## src/rtl/jtag_shift_ctrl.sv

```systemverilog
// rtl/jtag_shift_ctrl.sv - JTAG TAP command sequencer with divided TCK generation
// Each op walks the TAP as header, shift and trailer phases and ends in Run-Test/Idle.
module jtag_shift_ctrl #(
  parameter int IR_LEN  = 5,
  parameter int TCK_DIV = 2
) (
  input  logic              clk,
  input  logic              nRST,
  input  logic              cmd_valid,
  output logic              cmd_ready,
  input  logic [1:0]        cmd_op,
  input  logic [IR_LEN-1:0] cmd_ir,
  input  logic [31:0]       cmd_dr,
  input  logic [4:0]        cmd_len,
  output logic              rsp_valid,
  output logic [31:0]       rsp_data,
  output logic              busy,
  output logic              TCK,
  output logic              TMS,
  output logic              TDI,
  input  logic              TDO
);

  localparam int DIV_W = (TCK_DIV > 1) ? $clog2(TCK_DIV) : 1;
  localparam logic [DIV_W-1:0] DIV_LAST = DIV_W'(TCK_DIV - 1);
  localparam logic [1:0] OP_RST  = 2'b00;
  localparam logic [1:0] OP_IR   = 2'b01;
  localparam logic [1:0] OP_DR   = 2'b10;
  localparam logic [1:0] OP_IDLE = 2'b11;

  typedef enum logic [2:0] {INIT, IDLE, HDR, SHIFT, TRL, DONE} state_t;

  state_t           state_q, state_d, nxt_state;
  logic [5:0]       idx_q, idx_d, nxt_idx;
  logic [DIV_W-1:0] div_q, div_d;
  logic             tck_q, tck_d, tms_q, tms_d, tdi_q, tdi_d;
  logic [1:0]       op_q, op_d;
  logic [4:0]       len_q, len_d;
  logic [31:0]      data_q, data_d, acc_q, acc_d, rsp_data_q, rsp_data_d;
  logic             rsp_en_q, rsp_en_d, rsp_valid_q, rsp_valid_d;
  logic             cmd_ready_q, cmd_ready_d, busy_q, busy_d;
  logic [5:0]       shift_last;

  // Header-only ops (TAP reset, run-idle) and INIT use the HDR pattern as the whole op.
  function automatic logic [5:0] hdr_last(input logic [1:0] op, input logic [4:0] len);
    case (op)
      OP_RST:  return 6'd5;
      OP_IR:   return 6'd3;
      OP_DR:   return 6'd2;
      default: return {1'b0, len};
    endcase
  endfunction

  function automatic logic hdr_tms(input logic [1:0] op, input logic [5:0] idx);
    case (op)
      OP_RST:  return idx != 6'd5;
      OP_IR:   return idx < 6'd2;
      OP_DR:   return idx == 6'd0;
      default: return 1'b0;
    endcase
  endfunction

  assign shift_last = (op_q == OP_IR) ? 6'(IR_LEN - 1) : {1'b0, len_q};

  always_comb begin
    nxt_state = state_q;
    nxt_idx   = idx_q + 6'd1;
    case (state_q)
      INIT, HDR: begin
        if (idx_q == hdr_last(op_q, len_q)) begin
          nxt_idx   = 6'd0;
          nxt_state = (state_q == INIT || op_q == OP_RST || op_q == OP_IDLE) ? DONE : SHIFT;
        end
      end
      SHIFT: begin
        if (idx_q == shift_last) begin
          nxt_idx   = 6'd0;
          nxt_state = TRL;
        end
      end
      TRL: begin
        if (idx_q == 6'd1) begin
          nxt_idx   = 6'd0;
          nxt_state = DONE;
        end
      end
      default: ;
    endcase
  end

  always_comb begin
    state_d     = state_q;
    idx_d       = idx_q;
    div_d       = div_q;
    tck_d       = tck_q;
    tms_d       = tms_q;
    tdi_d       = tdi_q;
    op_d        = op_q;
    len_d       = len_q;
    data_d      = data_q;
    acc_d       = acc_q;
    rsp_en_d    = rsp_en_q;
    rsp_valid_d = 1'b0;
    rsp_data_d  = rsp_data_q;
    cmd_ready_d = cmd_ready_q;
    busy_d      = busy_q;
    case (state_q)
      IDLE: begin
        if (cmd_valid && cmd_ready_q) begin
          state_d     = HDR;
          idx_d       = 6'd0;
          div_d       = '0;
          tck_d       = 1'b0;
          tms_d       = hdr_tms(cmd_op, 6'd0);
          tdi_d       = 1'b0;
          op_d        = cmd_op;
          len_d       = cmd_len;
          data_d      = (cmd_op == OP_IR) ? 32'(cmd_ir) : cmd_dr;
          acc_d       = '0;
          rsp_en_d    = 1'b1;
          cmd_ready_d = 1'b0;
          busy_d      = 1'b1;
        end
      end
      DONE: begin
        state_d     = IDLE;
        rsp_valid_d = rsp_en_q;
        if (rsp_en_q) rsp_data_d = acc_q;
        cmd_ready_d = 1'b1;
        busy_d      = 1'b0;
      end
      default: begin
        if (div_q != DIV_LAST) begin
          div_d = div_q + DIV_W'(1);
        end else begin
          div_d = '0;
          tck_d = ~tck_q;
          if (!tck_q) begin
            if (state_q == SHIFT) acc_d[idx_q[4:0]] = TDO;
          end else begin
            // Falling TCK closes a period: load the next period's TMS/TDI.
            state_d = nxt_state;
            idx_d   = nxt_idx;
            case (nxt_state)
              INIT, HDR: tms_d = hdr_tms(op_q, nxt_idx);
              SHIFT:     tms_d = (nxt_idx == shift_last);
              TRL:       tms_d = (nxt_idx == 6'd0);
              default:   tms_d = 1'b0;
            endcase
            tdi_d = (nxt_state == SHIFT) ? data_q[nxt_idx[4:0]] : 1'b0;
          end
        end
      end
    endcase
  end

  always_ff @(posedge clk or negedge nRST) begin
    if (!nRST) begin
      state_q     <= INIT;
      idx_q       <= 6'd0;
      div_q       <= '0;
      tck_q       <= 1'b0;
      tms_q       <= 1'b1;
      tdi_q       <= 1'b0;
      op_q        <= OP_RST;
      len_q       <= 5'd0;
      data_q      <= '0;
      acc_q       <= '0;
      rsp_en_q    <= 1'b0;
      rsp_valid_q <= 1'b0;
      rsp_data_q  <= '0;
      cmd_ready_q <= 1'b0;
      busy_q      <= 1'b1;
    end else begin
      state_q     <= state_d;
      idx_q       <= idx_d;
      div_q       <= div_d;
      tck_q       <= tck_d;
      tms_q       <= tms_d;
      tdi_q       <= tdi_d;
      op_q        <= op_d;
      len_q       <= len_d;
      data_q      <= data_d;
      acc_q       <= acc_d;
      rsp_en_q    <= rsp_en_d;
      rsp_valid_q <= rsp_valid_d;
      rsp_data_q  <= rsp_data_d;
      cmd_ready_q <= cmd_ready_d;
      busy_q      <= busy_d;
    end
  end

  assign TCK       = tck_q;
  assign TMS       = tms_q;
  assign TDI       = tdi_q;
  assign cmd_ready = cmd_ready_q;
  assign rsp_valid = rsp_valid_q;
  assign rsp_data  = rsp_data_q;
  assign busy      = busy_q;

endmodule

```

## config.mk

```make
export PLATFORM = sky130hd
export DESIGN_NAME = jtag_shift_ctrl
export DESIGN_NICKNAME = d
export VERILOG_FILES = /design/src/rtl/jtag_shift_ctrl.sv
export SDC_FILE = /design/constraint.sdc
export NUM_CORES = 1
export LEC_CHECK = 0
export CORE_UTILIZATION = 59
export DETAILED_ROUTE_END_ITERATION = 6
export GPL_ROUTABILITY_DRIVEN = 0
export PLACE_DENSITY = 0.81
export SETUP_SLACK_MARGIN = 0.5
export SLEW_MARGIN = 20
export SYNTH_ARGS = -nofsm -noshare
export SYNTH_HDL_FRONTEND = slang
export SYNTH_SLANG_ARGS = --single-unit
```

## constraint.sdc

```tcl
create_clock -name clk -period 6.45 [get_ports clk]
set_input_delay 1.29 -clock clk [delete_from_list [all_inputs] [get_ports clk]]
set_output_delay 1.29 -clock clk [all_outputs]
set_load 0.05 [all_outputs]
```

==> reports/results.ini, run 1 <==
[sta]
finalHoldViolCount = 0
timing.slew.headroom = 0.398
worst_margin_slew_ns = 0.903
rsz0062_at_grt = false
hold_ws_ns = 0.466
report.final.setup_viol = 0
timing.final.crit_period_ns = 3.47
totalNegativeSetupSlack_ns = 0
layout_setup_ws_ns = 2.98
finClkSkew_ns = 0.00864
min_period_over_period = 0.538
maximum_achievable_frequency_mhz = 288
timing.final.max_slew_violations = 0

[global_route]
first_global_vias = 5307
grt-ovfl-total = 0
grt_antenna_before_repair = 0
grt_start_max_net_pins = 72
global_route_wire_length_before_repair_um = 26000
grtUsageTotal = 0.308

[critical_path]
criticalPathCategory = in2reg
cpPeakStageDelay_ns = 0.57
crit_path_top_delay_cell = sky130_fd_sc_hd__nor3b_1
regToRegStartpoint = idx_q[0]
critical_path_peak_fanout = 34
crit_required_ns = 6.87
timing.critical_path.arrival_ns = 3.89
crit_buf_inv = 1
crit_path_cell_trace = clkdlybuf4s50_1 > nand2_1 > o21ai_0 > nand3_2 > nor3b_1 > nand2_1 > o21ai_0
endpoint_kind = flop
crit_path_start_kind = input port
ff2ff_path_depth = 9
regToRegSetupSlack_ns = 3.11
critical-path-top-delay-family = simple AND/OR/NAND/NOR gates
r2r_path_end = TDI

[layout]
fin_cells = 848
stdcell_area_um2 = 7570
layout_common_cells = sky130_fd_sc_hd__dfrtp_1, sky130_fd_sc_hd__nand2_1, sky130_fd_sc_hd__clkdlybuf4s50_1
post_route_cells_drive_above_1_share = 0.136
final_common_cell = sky130_fd_sc_hd__dfrtp_1
areaGrowthSynthToFinish_pct = 23.7
finalNetCount = 759
antenna-diode-count = 0

[yosys]
synthesis.area_per_instance_um2 = 9.63
ys.flop_type = sky130_fd_sc_hd__dfrtp_1
synth-edff-count = 0
synth.mux.area_fraction = 0.0991
cell_area_synth_um2 = 6120
yosys_warnings = 0
synth_compound_area_frac = 0.170
synthesis.instances = 636
synth.yosys.seq_area_share = 0.491
synth-seq-cells = 120
synth_simple_gate_area_frac = 0.156
ys_async_sr_fraction = 1.00
synth.distinct_cells = 69
synth-xor-area-share = 0.0184
mappedNetlistNets = 693
largest_family_of_logic_cells_by_synthesized_area = compound AO/OA/AOI/OAI gates
synth_fa_ha_area_frac = 0.0184

[clocking]
clk_root_buffer_cell = sky130_fd_sc_hd__clkbuf_8
worst_skew_pair.late_latency_ns = 0.53
cts_repair_resized_insts = 0
clk_path_buf_depth = 2
clkSinkCount = 120
postCtsSetupRepairBufs = 0
cts_htree_levels = 4
clock_tree_from_tritoncts = done
clk_transition_reported_paths_ns = 0.06
cts_hold_repair.buffers = 0
cts_inserted_buffers = 17

[power_and_ir_drop]
power-per-cell-area_nw_per_um2 = 232
power_leakage_uw = 0.00344
peakVddDrop_mv = 0.151

[floorplanning]
floorplan.die_area_um2 = 10800
floorplan.core_area_um2 = 9910
initial_core_util = 0.618
io_pins = 86
rows = 36
fp.dieH_um = 104
die_w_um = 104

[route]
finalWirelength_um = 15700
initialDrtViolationCount = 639
drtAntennaViolNets = 0
route.detailed.drc = 0
detailroute.via_count = 5352
wl_per_cell_um = 18.5
drtPass1Iterations = 5
viasPerCell = 6.31

[hold_path]
worst_hold_path_stage_count = 2
hold_path_startpoint = data_q[28]
min_to = data_q[28]
worst_hold_path_type = reg2reg

[run_status]
outcome = complete, no violations

[job]
max_cap_viol_count = 0

[placement]
pre_cts_slack_ns = 2.34
detailed_place_hpwl_um = 10500
io_buffers = 85
place.detailed.instances = 816
placement.cell_area_um2 = 6980

[final cells by class]
type	count	area, µm²
well taps	133	166
fillers	662	2340
clock buffers	18	428
repair buffers	92	901
inverters	17	63.8
clock inverters	14	163
flip-flops and latches	120	3010
multi-input cells	454	2850
[cells by family (layout without fill, tap and decap cells)]
logic type | count (synthesis) | count (layout)
buf+inv | 62 | 141
flops | 120 | 120
fa+ha+maj | 9 | 9
xor+xnor | 12 | 12
simple gates | 205 | 205
mux | 49 | 49
compound gates | 179 | 179
[worst min-delay path: cells and delay by family (launching register included)]
| family | cells | cell delay [ns] |
|---|---|---|
| flip-flops | 1 | 0.34 |
| AND/OR/NAND/NOR | 2 | 0.10 |
[report_power, final]
| group | switching, µW | internal (µW) |
|---|---|---|
| clock | 372 | 570 |
| sequential | 2.91 | 757 |
| combinational | 25.7 | 28.9 |
[per-stage QoR]
stage | total power [µW] | utilization
finish | 1760 | 0.764
detailed placement | 828 | 0.704
floorplan | 780 | -
global route | 1810 | 0.764
global placement | 827 | 0.704
CTS | 1760 | 0.764
[registers in the layout (all words and copies together) (netlist names), 2 cells and up]
register	count
acc_q	32
idx_q	6
len_q	5
op_q	2
data_q	32
state_q	3
rsp_data	32
[cells in the mapped netlist, types with 9 or more instances]
cell,instances,share of area
sky130_fd_sc_hd__mux2i_1,10,0.016
sky130_fd_sc_hd__dfrtp_1,118,0.48
sky130_fd_sc_hd__a21oi_1,46,0.038
sky130_fd_sc_hd__nand2_1,97,0.059
sky130_fd_sc_hd__clkbuf_1,26,0.016
sky130_fd_sc_hd__o21ai_0,83,0.068
sky130_fd_sc_hd__mux2_2,33,0.061
sky130_fd_sc_hd__nor2_1,31,0.019
sky130_fd_sc_hd__nor3_1,10,0.0082
sky130_fd_sc_hd__inv_1,16,0.0098
sky130_fd_sc_hd__ha_1,9,0.018
sky130_fd_sc_hd__a31oi_1,10,0.010
sky130_fd_sc_hd__nand3_1,37,0.030
[per-layer routing]
metal | vias up | track usage | wire [µm]
met3 | 71 | 0.0764 | 1410
met5 | - | 0 | 0
li1 | 2403 | - | -
met2 | 346 | 0.496 | 7550
met4 | 0 | 0.157 | 649
met1 | 2532 | 0.388 | 6050
[how the worst max path moves through the flow]
stage / from / to / slack [ns] / cells past startpoint
5_1_grt: cmd_valid / acc_q[2] / 2.83 / 7
3_3_place_gp: cmd_valid / acc_q[26] / 2.47 / 7
2_1_floorplan: idx_q[1] / TDI / 3.87 / 10
4_1_cts: cmd_valid / acc_q[30] / 2.75 / 7
6_report: cmd_valid / acc_q[30] / 2.98 / 7
3_5_place_dp: cmd_valid / acc_q[30] / 2.34 / 7
No activity file was read; power rests on OpenSTA's default activity.
==> inputs of run 2 (changes only) <==
- CORE_UTILIZATION: 59 -> 50
- PLACE_DENSITY: 0.81 -> 0.73
- clock period: 6.45 -> 2.84 ns (I/O delays scaled with it)
==> reports/results.ini, run 2 (same netlist as run 1, synthesis figures left out) <==
[run_status]
outcome = complete, no violations

[global_route]
grtUsageTotal = 0.256  ; -0.0523
grt_antenna_before_repair = 0  ; unchanged
grt_start_max_net_pins = 45  ; -38%
grt-ovfl-total = 0  ; unchanged
first_global_vias = 5246  ; -1.1%
global_route_wire_length_before_repair_um = 25400  ; -2.6%

[critical_path]
criticalPathCategory = reg2reg
regToRegSetupSlack_ns = 0.21  ; -2.90 ns
r2r_path_end = TMS
critical_path_peak_fanout = 15  ; -56%
ff2ff_path_depth = 10  ; +1
regToRegStartpoint = idx_q[0]
crit_path_start_kind = flop
timing.critical_path.arrival_ns = 2.97  ; -0.92 ns
endpoint_kind = flop
crit_required_ns = 3.18  ; -3.69 ns

[power_and_ir_drop]
power-per-cell-area_nw_per_um2 = 486  ; +110%
clkPwrFrac = 0.518  ; -0.018
comb_power_share = 0.033  ; +0.002
cellInternalPower_uw = 2950  ; +120%
peakVddDrop_mv = 0.332  ; +120%
power.net_switching_uw = 892  ; +120%
power_switching_share = 0.232  ; +0.00428
power_leakage_uw = 0.00356  ; +3.3%
power.share.sequential = 0.449  ; +0.016

[route]
drtAntennaViolNets = 0  ; unchanged
viasPerCell = 5.95  ; -5.7%
drtPass1Iterations = 5  ; unchanged
initialDrtViolationCount = 445  ; -30%
detailroute.via_count = 5279  ; -1.4%
finalWirelength_um = 15500  ; -1.1%
wl_per_cell_um = 17.5  ; -5.5%
route.detailed.drc = 0  ; unchanged

[layout]
layout_common_cells = sky130_fd_sc_hd__dfrtp_1, sky130_fd_sc_hd__nand2_1, sky130_fd_sc_hd__clkdlybuf4s50_1
post_route_cells_drive_above_1_share = 0.200  ; +0.0643
stdcell_area_um2 = 7900  ; +4.3%
final_common_cell = sky130_fd_sc_hd__dfrtp_1
finalNetCount = 784  ; +3.3%
antenna-diode-count = 0  ; unchanged
areaGrowthSynthToFinish_pct = 29.0

[floorplanning]
io_pins = 86  ; unchanged
die_w_um = 113  ; +8.5%
floorplan.die_area_um2 = 12700  ; +18%
rows = 40  ; +11%
fp.dieH_um = 113  ; +8.5%
initial_core_util = 0.512  ; -0.106
floorplan.core_area_um2 = 12000  ; +21%

[hold_path]
worst_hold_path_type = in2async

[clocking]
clkSinkCount = 120  ; unchanged
worst_skew_pair.late_latency_ns = 0.42  ; -0.11 ns
clk_path_buf_depth = 2  ; unchanged
clk_root_buffer_cell = sky130_fd_sc_hd__clkbuf_16
clk_transition_reported_paths_ns = 0.06  ; about the same
clock_tree_from_tritoncts = done
cts_htree_levels = 4  ; unchanged
cts_inserted_buffers = 17  ; unchanged

[sta]
min_period_over_period = 0.926
timing.slew.headroom = 0.522  ; +0.124
worst_margin_slew_ns = 0.710  ; -0.193 ns
report.final.setup_viol = 0  ; unchanged
timing.final.crit_period_ns = 2.63
finalHoldViolCount = 0  ; unchanged
finClkSkew_ns = 0.00695  ; -0.00169 ns
maximum_achievable_frequency_mhz = 380
rsz0062_at_grt = true
totalNegativeSetupSlack_ns = 0  ; unchanged
timing.final.max_slew_violations = 0  ; unchanged

[job]
max_cap_viol_count = 0  ; unchanged

[placement]
detailed_place_hpwl_um = 10900  ; +4.3%
io_buffers = 85  ; unchanged
placement.cell_area_um2 = 7170  ; +2.7%

==> run 2: cell types whose count changed in the layout (fill, tap and decap cells not counted), sizes merged <==
cell,delta
clkinv,-1
dlymetal6s2s,+2
inv,+2
buf,+25
bufinv,-2
clkbuf,+1
clkdlybuf4s50,-2
==> run 2: power by group through the flow <==
stage | Clock (µW) | Sequential, µW | Combinational [µW]
after floorplan | 0 | 1750 | 19.7
after global placement | 0 | 1750 | 126
after detailed placement | 0 | 1750 | 130
after CTS | 2010 | 1720 | 131
after global routing | 2090 | 1720 | 143
final | 1990 | 1720 | 127
==> run 2: per-layer routing <==
metal,up-vias,share of wire,GRT usage,wire length (µm)
li1,2446,-,-,-
met4,0,0.025,0.0969,382
met2,264,0.50,0.437,7760
met1,2524,0.41,0.314,6280
met5,-,0,0,0
met3,45,0.069,0.0610,1070
==> run 2: cell type report <==
cell class | count | area, µm²
clock buffers | 19 | 443
clock inverters | 13 | 106
fillers | 905 | 4060
inverters | 17 | 63.8
multi-input cells | 454 | 2980
flip-flops and latches | 120 | 3010
well taps | 147 | 184
repair buffers | 117 | 1110
==> run 2: how the worst max path moves through the flow <==
stage          startpoint  endpoint  slack, ns  cells after the start
6_report         idx_q[0]       TMS       0.21                     10
5_1_grt           op_q[1]       TDI       0.12                     11
4_1_cts           op_q[1]       TMS       0.26                     11
3_5_place_dp      op_q[1]       TDI       0.11                     10
3_3_place_gp      op_q[1]       TDI       0.19                     10
2_1_floorplan    idx_q[1]       TDI       0.38                     10
==> run 2: worst max-delay path, cell delays in order, from the launching register on <==
cell and delay, ns:
sky130_fd_sc_hd__dfrtp_1 0.40, sky130_fd_sc_hd__buf_4 0.21, sky130_fd_sc_hd__ha_1 0.23, sky130_fd_sc_hd__nand3_1 0.15
sky130_fd_sc_hd__xor2_1 0.50, sky130_fd_sc_hd__o21ai_0 0.19, sky130_fd_sc_hd__a31oi_1 0.29, sky130_fd_sc_hd__nor3_1 0.09
sky130_fd_sc_hd__nor3_2 0.12, sky130_fd_sc_hd__o2111ai_1 0.15, sky130_fd_sc_hd__a32oi_1 0.22
==> run 2: per-stage QoR <==
stage	setup slack (ns)	util	cells	hold slack [ns]	total power (µW)
final	0.211	0.660	887	0.151	3840
after floorplan	0.383	-	636	0.272	1770
after global routing	0.121	0.660	887	0.196	3960
after detailed placement	0.109	0.599	846	0.456	1880
after CTS	0.256	0.654	885	0.174	3860
after global placement	0.191	0.599	846	0.449	1880
==> run 2: timing repair <==
action / in CTS / in global routing
hold buffers: 0 / 0
setup buffers: 7 / 2
gates resized for setup: 16 / 17
pin swaps: 11 / 6
setup endpoints to repair: 9 / 33
==> inputs of run 3 (changes only) <==
- SKIP_CTS_REPAIR_TIMING: unset -> 1
==> reports/results.ini, run 3 (same netlist as run 1, synthesis figures left out) <==
[power_and_ir_drop]
comb_power_share = 0.033  ; about the same
clkPwrFrac = 0.518  ; about the same
power_switching_share = 0.233  ; +0.000380
cellInternalPower_uw = 2950  ; about the same
peakVddDrop_mv = 0.333  ; +0.23%
power-per-cell-area_nw_per_um2 = 488  ; +0.48%
power.share.sequential = 0.449  ; about the same
power_leakage_uw = 0.00355  ; -0.28%
power.net_switching_uw = 893  ; +0.21%

[floorplanning]
io_pins = 86  ; unchanged
floorplan.die_area_um2 = 12700  ; unchanged
die_w_um = 113  ; unchanged
rows = 40  ; unchanged
fp.dieH_um = 113  ; unchanged
floorplan.core_area_um2 = 12000  ; unchanged
initial_core_util = 0.512  ; unchanged

[clocking]
clock_tree_from_tritoncts = done
cts_inserted_buffers = 17  ; unchanged
cts_htree_levels = 4  ; unchanged
clkSinkCount = 120  ; unchanged
clk_root_buffer_cell = sky130_fd_sc_hd__clkbuf_16
worst_skew_pair.late_latency_ns = 0.42  ; about the same
clk_path_buf_depth = 2  ; unchanged
clk_transition_reported_paths_ns = 0.05  ; about the same

[critical_path]
timing.critical_path.arrival_ns = 2.90  ; -0.07 ns
ff2ff_path_depth = 11  ; +1
endpoint_kind = flop
crit_path_start = op_q[1]
r2r_path_end = idx_q[2]
regToRegStartpoint = op_q[1]
crit_path_start_kind = flop
critical_path_peak_fanout = 9  ; -6
regToRegSetupSlack_ns = 0.23  ; +0.02 ns
setup.worst_path.end = idx_q[2]
criticalPathCategory = reg2reg
crit_required_ns = 3.13  ; -0.05 ns

[placement]
detailed_place_hpwl_um = 10900  ; unchanged
io_buffers = 85  ; unchanged
placement.cell_area_um2 = 7170  ; unchanged

[sta]
finalHoldViolCount = 0  ; unchanged
rsz0062_at_grt = true
worst_margin_slew_ns = 0.586  ; -0.123 ns
timing.final.crit_period_ns = 2.61  ; -0.0195 ns
report.final.setup_viol = 0  ; unchanged
totalNegativeSetupSlack_ns = 0  ; unchanged
timing.final.max_slew_violations = 0  ; unchanged
timing.slew.headroom = 0.609  ; +0.0873
finClkSkew_ns = 0.00781  ; +0.000854 ns
maximum_achievable_frequency_mhz = 383  ; +0.75%
min_period_over_period = 0.919  ; -0.00685

[layout]
antenna-diode-count = 0  ; unchanged
areaGrowthSynthToFinish_pct = 28.4
fillCellCount = 917  ; +1.3%
layout_common_cells = sky130_fd_sc_hd__dfrtp_1, sky130_fd_sc_hd__nand2_1, sky130_fd_sc_hd__o21ai_0
post_route_cells_drive_above_1_share = 0.187  ; -0.0130
stdcell_area_um2 = 7870  ; -0.43%
finalNetCount = 782  ; -0.26%
utilization = 0.658  ; -0.00283
final_common_cell = sky130_fd_sc_hd__dfrtp_1

[global_route]
grtUsageTotal = 0.254  ; -0.00162
grt_antenna_before_repair = 0  ; unchanged
grt-ovfl-total = 0  ; unchanged
global_route_wire_length_before_repair_um = 25200  ; -0.76%
first_global_vias = 5200  ; -0.88%
grt_start_max_net_pins = 45  ; unchanged

[route]
viasPerCell = 5.97  ; +0.34%
drtPass1Iterations = 5  ; unchanged
finalWirelength_um = 15400  ; -0.34%
detailroute.via_count = 5285  ; +0.11%
drtAntennaViolNets = 0  ; unchanged
route.detailed.drc = 0  ; unchanged
initialDrtViolationCount = 432  ; -2.9%
wl_per_cell_um = 17.4  ; -0.12%

[hold_path]
worst_hold_path_type = in2async

[run_status]
outcome = complete, no violations

[job]
max_cap_viol_count = 0  ; unchanged

==> run 3: changes by cell type in the layout (fill, tap and decap cells not counted), moves of 2 or more <==
cell | before | now
sky130_fd_sc_hd__o21ai_0 | 77 | 83
sky130_fd_sc_hd__o21ai_2 | 4 | 0
sky130_fd_sc_hd__buf_4 | 31 | 29
sky130_fd_sc_hd__inv_2 | 4 | 2
sky130_fd_sc_hd__o21ai_1 | 7 | 5
==> run 3: critical path: stages, from the launching register on <==
cell                       delay (ns)
sky130_fd_sc_hd__dfrtp_1         0.37
sky130_fd_sc_hd__buf_4           0.14
sky130_fd_sc_hd__ha_2            0.21
sky130_fd_sc_hd__or3_4           0.36
sky130_fd_sc_hd__a31oi_4         0.19
sky130_fd_sc_hd__nand4b_4        0.14
sky130_fd_sc_hd__nor4_4          0.34
sky130_fd_sc_hd__buf_4           0.20
sky130_fd_sc_hd__or3b_4          0.21
sky130_fd_sc_hd__o21ai_0         0.12
sky130_fd_sc_hd__nand2_1         0.12
sky130_fd_sc_hd__o21ai_0         0.08
==> run 3: final cells by class <==
type | count | area [µm²] | area share
Clock buffer | 19 | 443 | 0.0563
Clock inverter | 13 | 106 | 0.0135
Tap cell | 147 | 184 | 0.0234
Inverter | 17 | 66.3 | 0.00843
Multi-Input combinational cell | 454 | 2970 | 0.378
Timing Repair Buffer | 115 | 1090 | 0.138
Sequential cell | 120 | 3010 | 0.382
==> run 3: worst min-delay path by stage <==
stage          depth (start not counted)            to
2_1_floorplan                          0           TCK
3_3_place_gp                           2    data_q[20]
3_5_place_dp                           2    data_q[26]
4_1_cts                                1      acc_q[4]
5_1_grt                                1  rsp_data[10]
6_report                               1   rsp_data[5]
==> run 3: routing by layer <==
layer | GRT usage | share of wire | up-vias
li1 | - | - | 2446
met1 | 0.316 | 0.41 | 2555
met2 | 0.430 | 0.50 | 242
met3 | 0.0605 | 0.064 | 42
met4 | 0.0960 | 0.021 | 0
met5 | 0 | 0 | -
==> run 3: metrics by stage <==
step                cells  setup slack, ns  hold WS (ns)  power [µW]
floorplan             636            0.383         0.272        1770
global placement      846            0.191         0.449        1880
detailed placement    846            0.109         0.456        1880
CTS                   878            0.110         0.174        3860
global route          885            0.114         0.196        3960
finish                885            0.230         0.150        3840
==> run 3: power groups by stage <==
stage | Clock (µW) | Sequential, µW | Combinational, µW
after floorplan | 0 | 1750 | 19.7
after global placement | 0 | 1750 | 126
after detailed placement | 0 | 1750 | 130
after CTS | 2010 | 1720 | 131
after global routing | 2090 | 1720 | 142
final | 1990 | 1720 | 127
